## src/rtl/double_pkg.sv

```systemverilog
// Shared binary64 definitions used by the double<->integer converters.
package double_pkg;

  localparam int EXP_BIAS = 1023;
  localparam int FRAC_W   = 52;
  localparam int EXP_W    = 11;
  localparam int SIG_W    = FRAC_W + 1;
  localparam int INT_W    = 64;

  localparam logic [63:0] INT64_MIN = 64'h8000_0000_0000_0000;

  // Biased exponent landmarks used by the double-to-int classifier.
  localparam logic [EXP_W-1:0] EXP_SPECIAL    = 11'd2047;  // NaN / infinity
  localparam logic [EXP_W-1:0] EXP_ONE        = 11'd1023;  // 1.0 <= |x|
  localparam logic [EXP_W-1:0] EXP_SHIFT_ZERO = 11'd1075;  // 2^52: significand is already an integer
  localparam logic [EXP_W-1:0] EXP_INT_LIMIT  = 11'd1086;  // 2^63: first magnitude outside int64

  // Unpacked double; significand carries the hidden bit at [52].
  typedef struct packed {
    logic             sign;
    logic [EXP_W-1:0] exp;
    logic [SIG_W-1:0] significand;
  } unpacked_double_t;

  // Result category decided in the classification stage.
  typedef enum logic [1:0] {
    CLS_NUMBER  = 2'd0,  // ordinary in-range value, goes through the shifter
    CLS_SMALL   = 2'd1,  // |x| < 1, zero or denormal: result is zero
    CLS_INVALID = 2'd2   // NaN, infinity or out of int64 range
  } d2i_class_t;

  // Split a raw binary64 word into sign, exponent and significand with hidden bit.
  function automatic unpacked_double_t unpack_double(input logic [63:0] a);
    unpacked_double_t u;
    u.sign        = a[63];
    u.exp         = a[62:52];
    u.significand = {(a[62:52] != 11'd0), a[51:0]};
    return u;
  endfunction

endpackage

```

## src/rtl/double_to_int_shift.sv

```systemverilog
// Combinational 53-to-64-bit bidirectional shifter. Left shifts scale an
// integer-valued significand up; right shifts truncate toward zero and report
// any discarded one-bits through sticky.
module double_to_int_shift
  import double_pkg::*;
(
  input  logic [SIG_W-1:0] sig,
  input  logic             shift_left,
  input  logic [5:0]       shift_amt,
  output logic [INT_W-1:0] mag,
  output logic             sticky
);

  logic [INT_W-1:0] wide;
  logic [SIG_W-1:0] lost_mask;

  // Select shift direction; only right shifts can lose fraction bits.
  always_comb begin
    wide      = {11'd0, sig};
    lost_mask = ~({SIG_W{1'b1}} << shift_amt);
    if (shift_left) begin
      mag    = wide << shift_amt;
      sticky = 1'b0;
    end else begin
      mag    = wide >> shift_amt;
      sticky = |(sig & lost_mask);
    end
  end

endmodule

```

## src/rtl/double_to_int.sv

```systemverilog
// Four-stage binary64 to int64 converter, round toward zero, with invalid and
// inexact flags. No backpressure: one operand per cycle, fixed latency.
module double_to_int
  import double_pkg::*;
(
  input  logic        clk,
  input  logic        rst,
  input  logic [63:0] input_a,
  input  logic        input_a_stb,
  output logic [63:0] output_z,
  output logic        output_z_stb,
  output logic        output_z_invalid,
  output logic        output_z_inexact
);

  // ---------------- S1: operand capture ----------------
  logic [63:0] s1_a;
  logic        s1_stb;

  // Register the raw operand and its valid strobe.
  always_ff @(posedge clk or posedge rst) begin
    if (rst) begin
      s1_a   <= 64'd0;
      s1_stb <= 1'b0;
    end else begin
      s1_a   <= input_a;
      s1_stb <= input_a_stb;
    end
  end

  // ---------------- S2: classification ----------------
  unpacked_double_t s1_u;
  d2i_class_t       cls;
  logic             cls_left;
  logic [5:0]       cls_amt;
  logic             cls_small_inexact;
  logic             cls_is_min;
  logic [EXP_W-1:0] left_dist;
  logic [EXP_W-1:0] right_dist;

  assign s1_u       = unpack_double(s1_a);
  assign left_dist  = s1_u.exp - EXP_SHIFT_ZERO;
  assign right_dist = EXP_SHIFT_ZERO - s1_u.exp;
  // -2^63 is the one magnitude at the range limit that still fits int64.
  assign cls_is_min = s1_u.sign && (s1_u.exp == EXP_INT_LIMIT) &&
                      (s1_u.significand[FRAC_W-1:0] == 52'd0);

  // Decide the result category and the shift needed to align the binary point.
  always_comb begin
    cls               = CLS_NUMBER;
    cls_left          = 1'b0;
    cls_amt           = 6'd0;
    cls_small_inexact = 1'b0;
    if (s1_u.exp == EXP_SPECIAL) begin
      cls = CLS_INVALID;
    end else if ((s1_u.exp >= EXP_INT_LIMIT) && !cls_is_min) begin
      cls = CLS_INVALID;
    end else if (s1_u.exp < EXP_ONE) begin
      // -0.0 and +0.0 have no set bits, so they stay exact.
      cls               = CLS_SMALL;
      cls_small_inexact = (s1_u.exp != 11'd0) || (s1_u.significand[FRAC_W-1:0] != 52'd0);
    end else if (s1_u.exp >= EXP_SHIFT_ZERO) begin
      cls      = CLS_NUMBER;
      cls_left = 1'b1;
      cls_amt  = left_dist[5:0];   // 0..11
    end else begin
      cls      = CLS_NUMBER;
      cls_left = 1'b0;
      cls_amt  = right_dist[5:0];  // 1..52
    end
  end

  logic             s2_stb;
  logic             s2_sign;
  d2i_class_t       s2_cls;
  logic [SIG_W-1:0] s2_sig;
  logic             s2_left;
  logic [5:0]       s2_amt;
  logic             s2_small_inexact;

  // Register the classification result and shift control.
  always_ff @(posedge clk or posedge rst) begin
    if (rst) begin
      s2_stb           <= 1'b0;
      s2_sign          <= 1'b0;
      s2_cls           <= CLS_SMALL;
      s2_sig           <= 53'd0;
      s2_left          <= 1'b0;
      s2_amt           <= 6'd0;
      s2_small_inexact <= 1'b0;
    end else begin
      s2_stb           <= s1_stb;
      s2_sign          <= s1_u.sign;
      s2_cls           <= cls;
      s2_sig           <= s1_u.significand;
      s2_left          <= cls_left;
      s2_amt           <= cls_amt;
      s2_small_inexact <= cls_small_inexact;
    end
  end

  // ---------------- S3: shift and sticky ----------------
  logic [INT_W-1:0] shift_mag;
  logic             shift_sticky;
  logic             s3_inexact_next;

  double_to_int_shift u_shift (
    .sig        (s2_sig),
    .shift_left (s2_left),
    .shift_amt  (s2_amt),
    .mag        (shift_mag),
    .sticky     (shift_sticky)
  );

  // Pick which inexact source applies to this result category.
  always_comb begin
    s3_inexact_next = 1'b0;
    case (s2_cls)
      CLS_NUMBER:  s3_inexact_next = shift_sticky;
      CLS_SMALL:   s3_inexact_next = s2_small_inexact;
      CLS_INVALID: s3_inexact_next = 1'b0;
      default:     s3_inexact_next = 1'b0;
    endcase
  end

  logic             s3_stb;
  logic             s3_sign;
  d2i_class_t       s3_cls;
  logic [INT_W-1:0] s3_mag;
  logic             s3_inexact;

  // Register the aligned magnitude and its exactness.
  always_ff @(posedge clk or posedge rst) begin
    if (rst) begin
      s3_stb     <= 1'b0;
      s3_sign    <= 1'b0;
      s3_cls     <= CLS_SMALL;
      s3_mag     <= 64'd0;
      s3_inexact <= 1'b0;
    end else begin
      s3_stb     <= s2_stb;
      s3_sign    <= s2_sign;
      s3_cls     <= s2_cls;
      s3_mag     <= shift_mag;
      s3_inexact <= s3_inexact_next;
    end
  end

  // ---------------- S4: sign apply and output ----------------
  logic [INT_W-1:0] z_next;
  logic             invalid_next;
  logic             inexact_next;

  // Apply the sign and substitute the saturation pattern for invalid inputs.
  always_comb begin
    z_next       = 64'd0;
    invalid_next = 1'b0;
    inexact_next = 1'b0;
    case (s3_cls)
      CLS_NUMBER: begin
        // Negating 2^63 wraps to INT64_MIN, which is the correct -2^63 result.
        if (s3_sign) begin
          z_next = 64'd0 - s3_mag;
        end else begin
          z_next = s3_mag;
        end
        inexact_next = s3_inexact;
      end
      CLS_SMALL: begin
        z_next       = 64'd0;
        inexact_next = s3_inexact;
      end
      CLS_INVALID: begin
        z_next       = INT64_MIN;
        invalid_next = 1'b1;
      end
      default: begin
        z_next       = INT64_MIN;
        invalid_next = 1'b1;
      end
    endcase
  end

  // Register all outputs so nothing reaches the ports combinationally.
  always_ff @(posedge clk or posedge rst) begin
    if (rst) begin
      output_z         <= 64'd0;
      output_z_stb     <= 1'b0;
      output_z_invalid <= 1'b0;
      output_z_inexact <= 1'b0;
    end else begin
      output_z         <= z_next;
      output_z_stb     <= s3_stb;
      output_z_invalid <= invalid_next;
      output_z_inexact <= inexact_next;
    end
  end

endmodule

```

## config.mk

```make
export PLATFORM = sky130hd
export DESIGN_NAME = double_to_int
export DESIGN_NICKNAME = d
export VERILOG_FILES = /design/src/rtl/double_pkg.sv /design/src/rtl/double_to_int_shift.sv /design/src/rtl/double_to_int.sv
export SDC_FILE = /design/constraint.sdc
export NUM_CORES = 1
export LEC_CHECK = 0
export BUFFER_PORTS_ARGS = -buffer_cell sky130_fd_sc_hd__buf_2
export CAP_MARGIN = 20
export CORE_UTILIZATION = 45
export DETAILED_ROUTE_END_ITERATION = 8
export PLACE_DENSITY = 0.65
export REMOVE_ABC_BUFFERS = 1
export SETUP_SLACK_MARGIN = 0.2
export SYNTH_ARGS = -nofsm -noshare
export SYNTH_HDL_FRONTEND = slang
export SYNTH_HIERARCHICAL = 1
export SYNTH_SLANG_ARGS = --single-unit
```

## constraint.sdc

```tcl
create_clock -name clk -period 12.25 [get_ports clk]
set_clock_uncertainty 0.05 [all_clocks]
set_input_delay 2.45 -clock clk [delete_from_list [all_inputs] [get_ports clk]]
set_output_delay 2.45 -clock clk [all_outputs]
set_load 0.02 [all_outputs]
```

=== Word-level counts from Yosys, hierarchy flattened ===
Cells that the tools add are included.

* Magnitude comparators: 3
* Bitwise gates (word level): 2
* Equal/unequal tests: 4
* Shift operators: 3
* Muxes and demuxes: 21
* Add/sub/neg operators: 3
* Reductions and logical operators: 12

{| class="wikitable"
|+ Operator list
! operator !! number
|-
| two-way mux 64 bit || 2
|-
| case mux 64 bit (2 select lines) || 1
|-
| << shifter 53 x 6 -> 64 bit || 1
|-
| >> shifter 53 x 6 -> 64 bit || 1
|-
| subtractor 1 x 64 -> 64 bit, first input constant || 1
|-
| bitwise AND 53 bit || 1
|-
| NOT 53 bit || 1
|-
| OR reduction 53 bit || 1
|-
| << shifter 53 x 6 -> 53 bit, first input constant || 1
|-
| logical NOT 52 bit || 1
|-
| nonzero test 52 bit || 1
|-
| two-way mux 6 bit || 4
|-
| equality test 11 bit, second input constant || 2
|-
| greater-or-equal comparator 11 bit, second input constant || 2
|-
| less-than comparator 11 x 10 -> 1 bit, second input constant || 1
|-
| two-way mux 1 bit || 11
|-
| nonzero test 11 bit || 1
|-
| subtractor 6 bit, first input constant || 1
|-
| subtractor 6 bit, second input constant || 1
|-
| equality test 2 x 1 -> 1 bit, second input constant || 2
|-
| logical NOT 2 bit || 2
|-
| two-way mux 2 bit || 2
|-
| logical AND 1 bit || 3
|-
| case mux 1 bit (2 select lines) || 1
|-
| 3 further kinds || 3
|}

* Logic and storage cells: 66
* Register bits: 266
* Output and inout port bits: 67

=== Longest topological paths before layout ===
* Depth in word-level cells: 7
* Mapped depth: 13
* Mapped depth without buffers: 8

=== Cells and area by module ===
Netlist, hierarchy kept.

{| class="wikitable"
|+ Modules (own cells, without submodules)
! module !! times used !! seq. area each (µm²) !! cells each !! area an instance (µm²)
|-
| double_to_int || 1 || 6658.9 || 685 || 9276.4
|-
| double_to_int_shift || 1 || 0.0 || 975 || 7499.7
|}

=== Worst setup path after synthesis ===
OpenSTA, ideal clock, no wires.

* Path type: register -> output
* Start point: register output_z[0]
* End point: output output_z[0]
* Data required time: 9.750 ns
* Stages on the path, launching flop included: 1
* Path buffers: 0
* Slack: 9.334 ns
* Arrival time: 0.416 ns
* Path through: dfrtp_1

{| class="wikitable"
|+ RTL lines
! element !! line !! RTL
|-
| start, declared || double_to_int.sv:10 || <nowiki>output logic [63:0] output_z,</nowiki>
|-
| start signal, assigned || double_to_int.sv:192 || <nowiki>output_z <= z_next;</nowiki>
|}

No word-level cell between the ends.

=== Final worst setup path ===
* Start point: register s2_amt[0]
* End point: register s3_mag[8]

* Longest elaborated chain between the ends: 2

{| class="wikitable"
|+ RTL lines
! element !! line !! RTL
|-
| start, declared || double_to_int.sv:78 || <nowiki>logic [5:0] s2_amt;</nowiki>
|-
| start signal, assigned || double_to_int.sv:97 || <nowiki>s2_amt <= cls_amt;</nowiki>
|-
| >> shifter 53 x 6 -> 64 bit / << shifter 53 x 6 -> 64 bit (equally long branches) || double_to_int_shift.sv:25, double_to_int_shift.sv:22 ||
|-
| two-way mux 64 bit * || double_to_int_shift.sv:21 || <nowiki>if (shift_left) begin</nowiki>
|-
| named net shift_mag[8] || double_to_int.sv:103 || <nowiki>logic [INT_W-1:0] shift_mag;</nowiki>
|-
| end signal, assigned || double_to_int.sv:144 || <nowiki>s3_mag <= shift_mag;</nowiki>
|-
| end, declared || double_to_int.sv:129 || <nowiki>logic [INT_W-1:0] s3_mag;</nowiki>
|}

Mark *: on every way through the listed nets, which the timed path passes. The rest lies on a longest branch.

==> results.tsv <==
metric	value	unit
post-synthesis adder-cell area fraction	0.358	%
Die W	195	µm
count leader, synth	dfrtp_1	
Psw	0.885	mW
# hold bufs at CTS	0	
critical path capture point	s3_mag[8]$_DFF_PP0_	
critical path class	reg2reg	
total congestion overflow	0	
Post-Synthesis Cells	1660	
core area	36600	µm²
Fillers	3429	
io pins	134	
Sequential Power Share	41.3	%
Synth async-reset ratio	100	%
pin count of the biggest net entering global routing	117	
outcome	finished, final reports clean	
DRC viols	0	
post-route cell area	18600	µm²
post-CTS setup buffer count	0	
Logic pwr share	25.7	%
Internal	1.69	mW
Mean Syn Cell Area	10.1	µm²
fin crit period	4160	ps
CP Data Arrival Time	4540	ps
site row count	70	
initial antenna violation count	0	
final net count	1783	
RSZ-0062 raised after global routing	false	
warnings from Yosys	6	
EDFF count, synth	0	
placed cell area	17600	µm²
crit path capture type	flip-flop	
Worst Setup Start Kind	flip-flop	
root buffer cell	clkbuf_16	
first-pass GRT wire length	94000	µm
die area	38100	µm²
XOR/XNOR Fraction of Synth Area	2.09	%
Fin. Hold Viols	0	
Compound-Gate Fraction of Synth Area	16.6	%
vias per cell	6.72	
Worst-Margin Slew	1120	ps
Initial Util	45.8	%
Post-Syn Area	16800	µm²
worst ir drop on vdd	0.108	mV
WL final	63800	µm
cell taking the most area after synthesis	dfrtp_1	
Sw Share	34.3	%
CTS H-tree depth	1	
Worst R2R Path Depth	8	
leakage power	7.88	nW
total CTS buffers	29	
Clock Power Share	33.0	%
Period Utilization, post-route	34.0	%
Slew Viols, Final	0	
GRT Util Overall	33.4	%
ys flop type	dfrtp_1	
clk buf depth	3	
P&R area growth vs syn	10.6	%
post-detailed-placement half-perimeter wirelength	46400	µm
post-synthesis sequential area ratio	39.7	%
CP max FO	62	
Pre-antenna DRT Iters	5	
Multi-input gate area	9370	µm²
antenna viol nets, final	0	
Iter 0 DRT Violations	1931	
worst r2r src	s2_amt[0]$_DFF_PP0_	
Setup-failing EPs final	0	
FMAX	240	MHz
Post-CTS Resized	0	
register bit total from synthesis	266	
routed via count	14800	
area fraction of the dominant cell type after synthesis	39.4	%
max cap viols	0	
GPL Wtd Cong	1.04	
mux contribution to synthesized area	21.6	%
CTS tree	built	
Critical Path RT	12630	ps
R2R setup slack	8090	ps
PD cells	139	nW/µm²
n_diodes	0	
layout cell share with drive strength beyond 1	21.4	%
beginning of the critical path	s2_amt[0]$_DFF_PP0_	
post-DR wirelength/cell	29.0	µm
synth unique cells	93	
Clock Latency Late Sink	570	ps
worst min-delay path class	reg2reg	
FF+latch area	6670	µm²
largest family of logic cells by synthesized area	multiplexers	
vias in the first global route	14000	
Max-slew headroom	24.8	%
top cells by count, synth	dfrtp_1 (264), nor2_1 (228), mux2i_1 (103), nand2_1 (100), mux4_2 (88)	
final setup TNS	0	ps
clock-pin transition on the worst setup and hold timing paths	60	ps
reg2reg end	s3_mag[8]$_DFF_PP0_	
CTS sink cnt	266	
largest cells by area after synthesis	dfrtp_1 (39%), mux4_2 (12%), mux2i_1 (6.1%)	
post-synthesis simple-gate area fraction	15.2	%
Die Span Y	195	µm
IO Port Bufs	133	
## flip-flops by register name, summed over array words and instances (netlist names), 2 cells and up
signal    count
s1_a         64
s2_sig       53
s3_cls        2
s2_amt        6
s3_mag       64
output_z     64
s2_cls        2
## cells in the final DEF (no fill, tap or decap), drive strengths merged, types with 9 or more instances in the layout
master	Yosys	routed
a21oi	90	90
a22oi	14	14
a31oi	20	20
and2	10	10
and3	11	11
buf	65	165
clkbuf	79	41
dfrtp	264	264
inv	19	21
mux2	50	50
mux2i	105	105
mux4	88	88
nand2	100	100
nand2b	9	9
nand3	24	24
nand4	12	12
nor2	228	228
nor2b	9	9
nor3	31	31
nor4	33	33
o211ai	26	26
o21ai	75	75
o221ai	20	20
o22ai	22	22
o31ai	20	20
o41ai	24	24
or2	9	9
or3	29	29
or4	20	20
xor2	38	38
## critical path, cell delays in order, from the launching register on
cell and delay, ps:
dfrtp_4 500, buf_4 780, buf_4 850, mux4_2 610, mux2_2 310, mux2i_1 450, o22ai_1 160, a21oi_1 140
o21ai_1 80
## stage by stage
stage	hold slack (ps)	std cells	power, mW	setup WS (ps)	util [%]
3_5_place_dp	290	2148	1.72	7930	48.1
2_1_floorplan	281	1516	1.46	2430	-
5_1_grt	311	2198	2.68	7850	50.7
4_1_cts	303	2197	2.58	8090	50.6
6_report	299	2198	2.58	8090	50.7
3_3_place_gp	283	2147	1.72	8010	48.1
## worst min path at each step
stage,start,to,slack (ps),cells past startpoint
CTS,s2_stb$_DFF_PP0_,s3_stb$_DFF_PP0_,300,0
detailed placement,s2_stb$_DFF_PP0_,s3_stb$_DFF_PP0_,290,0
global route,s2_stb$_DFF_PP0_,s3_stb$_DFF_PP0_,310,0
global placement,s2_sign$_DFF_PP0_,s3_sign$_DFF_PP0_,280,0
finish,s2_stb$_DFF_PP0_,s3_stb$_DFF_PP0_,300,0
floorplan,s3_stb$_DFF_PP0_,output_z_stb$_DFF_PP0_,280,0
## power by group through the flow
stage	combinational, mW	clock [mW]	sequential (mW)
after global routing	0.698	0.905	1.07
after global placement	0.643	0	1.07
after floorplan	0.379	0	1.09
after detailed placement	0.642	0	1.08
final	0.664	0.850	1.06
after CTS	0.644	0.872	1.06
## layout make-up
type | count | share of cell area (%)
clock buffers | 41 | 4.53
clock inverters | 8 | 0.438
inverters | 20 | 0.452
multi-input cells | 1230 | 50.5
flip-flops and latches | 266 | 36.0
well taps | 468 | 3.16
repair buffers | 165 | 4.99
## logic make-up after synthesis
logic type | after synthesis
and+or+nand+nor | 537
AOI/OAI and AO/OA | 405
DFF | 266
muxes | 243
buffers and inverters | 164
xor gates and xnor gates | 40
adders and majority gates | 5
## layer usage
layer	vias up	track usage (%)	routed length [µm]
met3	192	6.10	5660
li1	6391	-	-
met5	-	0	0
met2	911	52.4	28700
met1	7267	44.8	25800
met4	0	16.2	3660
Note: power is estimated with default switching activity, not from simulation.
